File: src/rtl/tt_vp_pkg.sv
// Shared types and packed-vector layout helpers for the tt_vector_player slice.
// Vector layout, MSB first: last, ui, uio, exp, mask.
package tt_vp_pkg;

  typedef enum logic [2:0] {
    ST_IDLE,
    ST_RESET,
    ST_RUN,
    ST_DRAIN,
    ST_DONE
  } state_e;

  localparam int OFF_MASK = 0;

  function automatic int off_exp(input int out_w);
    return out_w;
  endfunction

  function automatic int off_uio(input int out_w);
    return 2 * out_w;
  endfunction

  function automatic int off_ui(input int in_w, input int out_w);
    return 2 * out_w + in_w;
  endfunction

  function automatic int off_last(input int in_w, input int out_w);
    return 2 * out_w + 2 * in_w;
  endfunction

  function automatic int vec_width(input int in_w, input int out_w);
    return 2 * in_w + 2 * out_w + 1;
  endfunction

endpackage

File: src/rtl/tt_vp_delay.sv
// LAT-stage shift register carrying expected-value metadata alongside a valid bit.
// Flush drops all in-flight entries without touching the data stages.
module tt_vp_delay
  import tt_vp_pkg::*;
#(
  parameter int LAT = 1,
  parameter int W   = 8
) (
  input  logic         clk,
  input  logic         rst,
  input  logic         flush,
  input  logic         in_valid,
  input  logic [W-1:0] in_data,
  output logic         out_valid,
  output logic [W-1:0] out_data
);

  logic [LAT-1:0] vld_q;
  logic [W-1:0]   dat_q [LAT];

  always_ff @(posedge clk) begin
    if (rst || flush) begin
      vld_q <= '0;
    end else begin
      vld_q[0] <= in_valid;
      for (int i = 1; i < LAT; i++) begin
        vld_q[i] <= vld_q[i-1];
      end
    end
  end

  always_ff @(posedge clk) begin
    dat_q[0] <= in_data;
    for (int i = 1; i < LAT; i++) begin
      dat_q[i] <= dat_q[i-1];
    end
  end

  assign out_valid = vld_q[LAT-1];
  assign out_data  = dat_q[LAT-1];

endmodule

File: src/rtl/tt_vector_player.sv
// Pin-level vector replay and masked-compare engine for the tt_um_cpu_top wrapper.
// Drives one vector per clock and checks dut_uo SAMPLE_LAT cycles later.
module tt_vector_player
  import tt_vp_pkg::*;
#(
  parameter int IN_W       = 8,
  parameter int OUT_W      = 8,
  parameter int DEPTH      = 64,
  parameter int RST_CYCLES = 4,
  parameter int SAMPLE_LAT = 1,
  parameter int ERR_W      = 8
) (
  input  logic                                clk,
  input  logic                                rst,
  input  logic                                wr_en,
  input  logic [$clog2(DEPTH)-1:0]            wr_addr,
  input  logic [vec_width(IN_W, OUT_W)-1:0]   wr_data,
  input  logic                                start,
  input  logic                                loop_en,
  input  logic                                abort,
  input  logic [OUT_W-1:0]                    dut_uo,
  output logic [IN_W-1:0]                     dut_ui,
  output logic [IN_W-1:0]                     dut_uio,
  output logic                                dut_rst_n,
  output logic                                dut_ena,
  output logic                                busy,
  output logic                                done,
  output logic                                pass,
  output logic [ERR_W-1:0]                    err_cnt,
  output logic [$clog2(DEPTH)-1:0]            fail_idx,
  output logic [7:0]                          pass_cnt
);

  localparam int AW       = $clog2(DEPTH);
  localparam int VW       = vec_width(IN_W, OUT_W);
  localparam int OFF_EXP  = off_exp(OUT_W);
  localparam int OFF_UIO  = off_uio(OUT_W);
  localparam int OFF_UI   = off_ui(IN_W, OUT_W);
  localparam int OFF_LAST = off_last(IN_W, OUT_W);
  localparam int DW       = 2 * OUT_W + AW;
  localparam int RCW      = $clog2(RST_CYCLES + 1);
  localparam int DCW      = $clog2(SAMPLE_LAT + 1);

  logic [VW-1:0]    mem_q [DEPTH];
  state_e           state_q;
  logic [RCW-1:0]   rcnt_q;
  logic [DCW-1:0]   dcnt_q;
  logic [AW-1:0]    addr_q;
  logic             loop_q;
  logic [IN_W-1:0]  ui_q;
  logic [IN_W-1:0]  uio_q;
  logic [ERR_W-1:0] err_q;
  logic [ERR_W-1:0] err_d;
  logic [AW-1:0]    fail_q;
  logic [7:0]       passcnt_q;

  logic [AW-1:0]    addr_nx;
  logic             cur_last;
  logic [DW-1:0]    push_data;
  logic             push_valid;
  logic             chk_valid;
  logic [DW-1:0]    chk_data;
  logic [OUT_W-1:0] chk_exp;
  logic [OUT_W-1:0] chk_mask;
  logic [AW-1:0]    chk_idx;
  logic             mismatch;

  // Register file: writes only land while no replay is in progress.
  always_ff @(posedge clk) begin
    if (wr_en && !rst && !abort && (state_q == ST_IDLE || state_q == ST_DONE)) begin
      mem_q[wr_addr] <= wr_data;
    end
  end

  assign addr_nx    = addr_q + AW'(1);
  assign cur_last   = mem_q[addr_q][OFF_LAST];
  assign push_valid = (state_q == ST_RUN);
  assign push_data  = {mem_q[addr_q][OFF_EXP +: OUT_W], mem_q[addr_q][OFF_MASK +: OUT_W], addr_q};

  tt_vp_delay #(
    .LAT (SAMPLE_LAT),
    .W   (DW)
  ) u_delay (
    .clk       (clk),
    .rst       (rst),
    .flush     (abort),
    .in_valid  (push_valid),
    .in_data   (push_data),
    .out_valid (chk_valid),
    .out_data  (chk_data)
  );

  assign chk_exp  = chk_data[DW-1 -: OUT_W];
  assign chk_mask = chk_data[AW +: OUT_W];
  assign chk_idx  = chk_data[AW-1:0];
  assign mismatch = chk_valid && (state_q == ST_RUN || state_q == ST_DRAIN) &&
                    (|((dut_uo ^ chk_exp) & chk_mask));
  assign err_d    = (err_q == '1) ? err_q : err_q + ERR_W'(1);

  // The vector currently on the pins is entry[addr_q]; the next one is loaded each RUN cycle.
  always_ff @(posedge clk) begin
    if (rst || abort) begin
      state_q   <= ST_IDLE;
      rcnt_q    <= '0;
      dcnt_q    <= '0;
      addr_q    <= '0;
      loop_q    <= 1'b0;
      ui_q      <= '0;
      uio_q     <= '0;
      err_q     <= '0;
      fail_q    <= '0;
      passcnt_q <= '0;
    end else begin
      if (mismatch) begin
        err_q <= err_d;
        if (err_q == '0) begin
          fail_q <= chk_idx;
        end
      end
      unique case (state_q)
        ST_IDLE, ST_DONE: begin
          if (start) begin
            state_q   <= ST_RESET;
            rcnt_q    <= '0;
            loop_q    <= loop_en;
            ui_q      <= '0;
            uio_q     <= '0;
            err_q     <= '0;
            fail_q    <= '0;
            passcnt_q <= '0;
          end
        end
        ST_RESET: begin
          if (rcnt_q == RCW'(RST_CYCLES - 1)) begin
            state_q <= ST_RUN;
            addr_q  <= '0;
            ui_q    <= mem_q[0][OFF_UI +: IN_W];
            uio_q   <= mem_q[0][OFF_UIO +: IN_W];
          end else begin
            rcnt_q <= rcnt_q + RCW'(1);
          end
        end
        ST_RUN: begin
          if (cur_last || addr_q == AW'(DEPTH - 1)) begin
            if (loop_q) begin
              addr_q    <= '0;
              ui_q      <= mem_q[0][OFF_UI +: IN_W];
              uio_q     <= mem_q[0][OFF_UIO +: IN_W];
              passcnt_q <= passcnt_q + 8'd1;
            end else begin
              state_q <= ST_DRAIN;
              dcnt_q  <= '0;
            end
          end else begin
            addr_q <= addr_nx;
            ui_q   <= mem_q[addr_nx][OFF_UI +: IN_W];
            uio_q  <= mem_q[addr_nx][OFF_UIO +: IN_W];
          end
        end
        ST_DRAIN: begin
          if (dcnt_q == DCW'(SAMPLE_LAT - 1)) begin
            state_q <= ST_DONE;
          end else begin
            dcnt_q <= dcnt_q + DCW'(1);
          end
        end
        default: state_q <= ST_IDLE;
      endcase
    end
  end

  assign dut_ui    = ui_q;
  assign dut_uio   = uio_q;
  assign dut_rst_n = (state_q == ST_RUN) || (state_q == ST_DRAIN) || (state_q == ST_DONE);
  assign dut_ena   = (state_q != ST_IDLE);
  assign busy      = (state_q == ST_RESET) || (state_q == ST_RUN) || (state_q == ST_DRAIN);
  assign done      = (state_q == ST_DONE);
  assign pass      = (state_q == ST_DONE) && (err_q == '0);
  assign err_cnt   = err_q;
  assign fail_idx  = fail_q;
  assign pass_cnt  = passcnt_q;

endmodule

File: config.mk
export PLATFORM = sky130hd
export DESIGN_NAME = tt_vector_player
export DESIGN_NICKNAME = d
export VERILOG_FILES = /design/src/rtl/tt_vp_pkg.sv /design/src/rtl/tt_vp_delay.sv /design/src/rtl/tt_vector_player.sv
export SDC_FILE = /design/constraint.sdc
export NUM_CORES = 2
export LEC_CHECK = 0
export ABC_AREA = 1
export CAP_MARGIN = 5
export CORE_MARGIN = 10
export CORE_UTILIZATION = 55
export DETAILED_ROUTE_END_ITERATION = 16
export GPL_ROUTABILITY_DRIVEN = 0
export PLACE_DENSITY = 0.75
export SYNTH_ARGS = -nofsm -noshare
export SYNTH_HDL_FRONTEND = slang
export SYNTH_SLANG_ARGS = --single-unit
File: constraint.sdc
create_clock -name clk -period 6.46 [get_ports clk]
set_input_delay 0.969 -clock clk [delete_from_list [all_inputs] [get_ports clk]]
set_output_delay 0.969 -clock clk [all_outputs]
set_load 0.02 [all_outputs]
Word-level counts from Yosys, hierarchy flattened --
Memory sizes are Yosys's and may differ from the RTL's. A register that Yosys moved wholly into a read port is not among the register bits. Index checks and enable logic that the tools add are counted.
Storage, ports and cells: input port bits 53, memories 2, RAM bits 2134, bits in registers 53
Memories:
- mem_q | depth 64, width 33, read ports 3, clocked after Yosys merged registers in 1, write ports 1, line tt_vector_player.sv:44 | logic [VW-1:0] mem_q [DEPTH];
- u_delay.dat_q | depth 1, width 22, read ports 1, clocked after Yosys merged registers in 0, write ports 1, line tt_vp_delay.sv:19 | logic [W-1:0] dat_q [LAT];
Cells by class: equality and inequality tests 15, add/subtract/negate cells 5, reduce and logical (&&, ||, !) cells 32, mux-type cells 41, bitwise logic cells 2
Operators by type and width (number):
- $mux W8 | 13
- $mux W6 | 9
- $pmux W8 S3 | 2
- $mux W3 | 7
- $add A8 B1 Y8 const B | 2
- $pmux W8 S2 | 1
- $ne A2 B2 Y1 const B | 7
- $pmux W3 S4 | 1
- $pmux W6 S2 | 1
- $eq A3 B2 Y1 const B | 3
- $reduce_and A3 Y1 | 3
- $and A8 B8 Y8 | 1
- $eq A8 B8 Y1 const B | 1
- $logic_not A8 Y1 | 1
- $reduce_and A4 Y1 | 2
- $reduce_bool A2 Y1 | 4
- $reduce_or A8 Y1 | 1
- $xor A8 B8 Y8 | 1
- $logic_or A1 B1 Y1 | 7
- $add A6 B1 Y6 const B | 1
- $eq A6 B6 Y1 const B | 1
- $logic_and A1 B1 Y1 | 6
- $pmux W3 S2 | 1
- $reduce_bool A3 Y1 | 2
- other kinds (12) | 17

Logic depth before layout (Yosys ltp) --
word-level depth 7, depth in mapped cells 17, mapped depth without buffers 14

By module --
A second synthesis with hierarchy kept.
Unflattened totals: cell total of the unflattened synthesis 7020, area total of the unflattened synthesis 86928.4 um^2
Modules (own cells, without submodules):
- tt_vector_player | area an instance 86454.2 um^2, instances 1, cells each 6994
- tt_vp_delay | area an instance 474.2 um^2, instances 1, cells each 26

Worst setup path after synthesis --
Ideal clock, no wire load.
path kind input to register, start input rst, end memory mem_q[0][0] (netlist bit) (enable), arrival 3185 ps, stages on the path 5, path buffers 0, slack 2851 ps, setup time 423 ps, cell sequence nor2_1 -> nand3_1 -> nor2_1 -> nand3_1 -> nor2_1
On the way: longest elaborated chain between the ends 6
RTL lines:
- from (decl) | line tt_vector_player.sv:14 | input logic rst,
- $logic_not A1 Y1 | line tt_vector_player.sv:70 | if (wr_en && !rst && !abort && (state_q == ST_IDLE || state_q == ST_DONE)) begin
- $logic_and A1 B1 Y1 (3 in series) | line tt_vector_player.sv:70
- $mux W1 | line tt_vector_player.sv:70
- $mux W1 (not written as such) | line tt_vector_player.sv:71 | mem_q[wr_addr] <= wr_data;
- to (decl) | line tt_vector_player.sv:44
Every way passes these cells.

Worst setup path in the final report --
start register addr_q[0], end register ui_q[5], in the netlist dut_ui[5]
On the way: longest elaborated chain between the ends 4
RTL lines:
- from (decl) | line tt_vector_player.sv:48 | logic [AW-1:0] addr_q;
- from (signal assigned) | line tt_vector_player.sv:155 | addr_q <= addr_nx;
- $add A6 B1 Y6 or $eq A6 B6 Y1 (tied branches) | line tt_vector_player.sv:75, tt_vector_player.sv:144
- $mem_v2 Z64 W33 or $logic_or A1 B1 Y1 (tied branches)
- $mux W8 or $ne A3 B3 Y1 (tied branches)
- $pmux W8 S3 or $reduce_and A4 Y1 (tied branches)
- to (signal assigned) | line tt_vector_player.sv:137 | ui_q <= mem_q[0][OFF_UI +: IN_W];
- to (signal assigned) | line tt_vector_player.sv:147 | ui_q <= mem_q[0][OFF_UI +: IN_W];
- to (signal assigned) | line tt_vector_player.sv:156 | ui_q <= mem_q[addr_nx][OFF_UI +: IN_W];
- to (decl) | line tt_vector_player.sv:50 | logic [IN_W-1:0] ui_q;
Several ways; a longest one is shown, not always the timed one. A chain may end at the register's enable or synchronous reset.

==> impl_metrics.yaml <==
detailed_routing:
  wirelength_um: 235000
  drc: 0
  wl_per_cell_um: 25.4
  num_vias: 57700
  firstDrtPassIters: 8
  drt_iter0_markers: 8940
  postRouteAntennaNets: 0
  viasPerCell: 6.25
finish:
  fin_util_pct: 61.5
  final_common_cell: "edfxtp_1"
  area_growth_pct: 10.8
  fin_nets: 7059
  fill_cells: 11400
  drive_gt1_share_pct: 7.62
  final_cell_mix: "edfxtp_1 (2112), nand2_1 (1272), nand3_1 (1099), nor2_1 (747), o21ai_0 (627)"
global_routing:
  grt_pass1_vias: 55200
  antenna_found_initial: 9
  grt-ovfl-total: 0
  track_usage_pct: 26.2
  grt_pass1_wl_um: 347000
  grt_max_degree: 228
floorplan:
  coreArea_um2: 157000
  die_w_um: 418
  die_h_um: 418
  pin_count: 96
  initial_utilization_pct: 55.5
  rows: 145
  die_area_um2: 175000
timing:
  hold_viol: 0
  layout_min_cycle_time_ns: 4.30
  fin_ws_ns: 2.16
  grt_setup_unrepaired: "no"
  setup_tns_ns: 0
  worst_pin_slew_ns: 1.30
  setup_viol: 0
  slew_headroom_pct: 13.4
  finalCritPeriodShare_pct: 66.6
  timing.fmax_mhz: 232
  finClkSkew_ns: 0.0354
  slew_viol_final: 0
synth:
  ys_ff_latch: 2192
  synth_top_area_share_pct: 72.9
  ys_types: 43
  synth_area_leader_cell: "edfxtp_1"
  syn_avg_cell_area_um2: 12.4
  ys_warn_count: 0
  syn_nets: 7087
  syn_inst: 7028
  synthTopCellsByArea: "edfxtp_1 (73%), nand3_1 (6.3%), nand2_1 (5.5%)"
  synth-seq-area-share_pct: 74.7
  synthesis.area_um2: 87000
  async_reset_ff_share_pct: 0
  synth-main-ff-cell: "edfxtp_1"
  synth-edff-count: 2112
clock_tree:
  cts-htree-levels: 4
  clockBufferDepth: 3
  postCtsHoldBufs: 0
  cts_num_sinks: 2192
  numCtsBuffers: 204
  path_clk_slew_ns: 0.06
  postCtsSetupRepairBufs: 0
  cts_tree: "yes"
  cts_resized: 0
  clkLatencyLatePin_ns: 0.86
  cts-root-buf: "clkbuf_16"
power_and_ir_drop:
  power.leakage_nw: 32.3
  ir_worst_vdd_mv: 0.223
  power_density_nw_per_um2: 288
setup_path:
  path_max_fanout: 227
  reg2reg_depth: 14
  regToRegStartpoint: "addr_q[0]"
  endpoint_kind: "register"
  r2r_end: "dut_ui[5]"
  cp.required_ns: 7.22
  critical_path_arrival_ns: 5.07
  startpoint_type: "register"
  rrSetupSlack_ns: 2.16
  worst-setup-path-type: "register to register"
status:
  status: "completed"
place:
  place_ws_ns: 1.55
  dp_hpwl_um: 125000
  numPortBuffers: 95
min_path:
  worstHoldEndpoint: "u_delay.dat_q[0][1]"
  min_path_cells: 0
  hp-class: "register to register"
  min_from: "addr_q[1]"
run:
  cap_violations: 0
[critical path: stages (launching register included)]
cell and delay [ns]:
dfxtp_4 0.86, buf_4 0.78, buf_12 0.73, nand2_1 0.13, nand3_1 0.21, nand3_1 0.11
nand3_1 0.12, nand3_1 0.15, nand3_1 0.31, nand2_1 0.09, inv_1 0.06, nor2_1 0.04
nor2_1 0.11, nor2_1 0.04, nor2_1 0.11
[per-layer routing]
metal / wire length, um / vias to the layer above / track usage (%) / part of all wire (%)
met5: 24 / - / 0 / 0.010
li1: - / 25400 / - / -
met1: 86300 / 27900 / 35.6 / 37
met3: 29300 / 560 / 5.43 / 12
met2: 109000 / 3875 / 41.2 / 47
met4: 9820 / 4 / 10.9 / 4.2
[worst max path at each step]
stage	slack, ns	start	cells past startpoint	to
after global routing	1.91	addr_q[0]	14	dut_ui[6]
after CTS	2.28	addr_q[0]	14	dut_ui[6]
after floorplan	2.85	rst	5	mem_q[0][0]
after global placement	1.60	rst	8	mem_q[49][16]
after detailed placement	1.55	rst	8	mem_q[49][20]
final	2.16	addr_q[0]	14	dut_ui[5]
[report_power, final]
| group | total, W | switching (W) | internal [W] |
|---|---|---|---|
| sequential | 0.0156 | 0.0000197 | 0.0156 |
| combinational | 0.000536 | 0.000437 | 0.0000985 |
| clock | 0.0116 | 0.00516 | 0.00642 |
| total | 0.0277 | 0.00562 | 0.0221 |
[registers in the layout (all words and copies together) (netlist names), named ones only]
name and flops:
u_delay.out_valid 1, fail_idx 6, dut_ui 8, err_cnt 8, pass_cnt 8, dut_uio 8
addr_q 6, loop_q 1, u_delay.dat_q 22, rcnt_q 3, state_q 3, mem_q 2112
[cell families after synthesis]
| kind of cell | after synthesis | share of synthesized area, % |
|---|---|---|
| AND/OR/NAND/NOR | 3217 | 15.6 |
| flip-flops | 2192 | 74.7 |
| adder cells (fa/ha/maj) | 6 | 0.0863 |
| AO/OA/AOI/OAI | 1033 | 6.64 |
| buffers and inverters | 569 | 2.82 |
| XOR/XNOR | 11 | 0.128 |
[through the flow]
step                hold slack [ns]  instances  total power [W]  area [um2]
CTS                           0.424       9225           0.0278       96400
floorplan                     0.352       7028           0.0161       87000
finish                        0.423       9230           0.0277       96500
global placement              0.411       8852           0.0164       90100
global route                  0.432       9226           0.0284       96500
detailed placement            0.414       8852           0.0164       90100
[cells in the mapped netlist (all sizes together) (3+ instances only)]
library cell	instances
nor3	5
ha	6
o21bai	5
inv	97
buf	238
nor2	811
edfxtp	2112
nor3b	3
o311ai	14
o21ai	640
nand3b	4
clkbuf	231
or2	7
a211oi	9
o22ai	270
o221ai	36
o211ai	13
nor4	3
nand3	1102
a21oi	43
nand4	6
dfxtp	80
nand2	1275
xor2	11
clkinv	3
[layout make-up]
| cell class | instances | area [um2] | share of cell area, % |
|---|---|---|---|
| Antenna cell | 5 | 12.5 | 0.0130 |
| Clock buffer | 271 | 5500 | 5.70 |
| Clock inverter | 102 | 882 | 0.914 |
| Inverter | 100 | 410 | 0.425 |
| Multi-Input combinational cell | 4267 | 20100 | 20.8 |
| Sequential cell | 2192 | 65000 | 67.4 |
| Tap cell | 2058 | 2570 | 2.67 |
| Timing Repair Buffer | 235 | 1950 | 2.02 |
(Power assumes the default switching activity.)
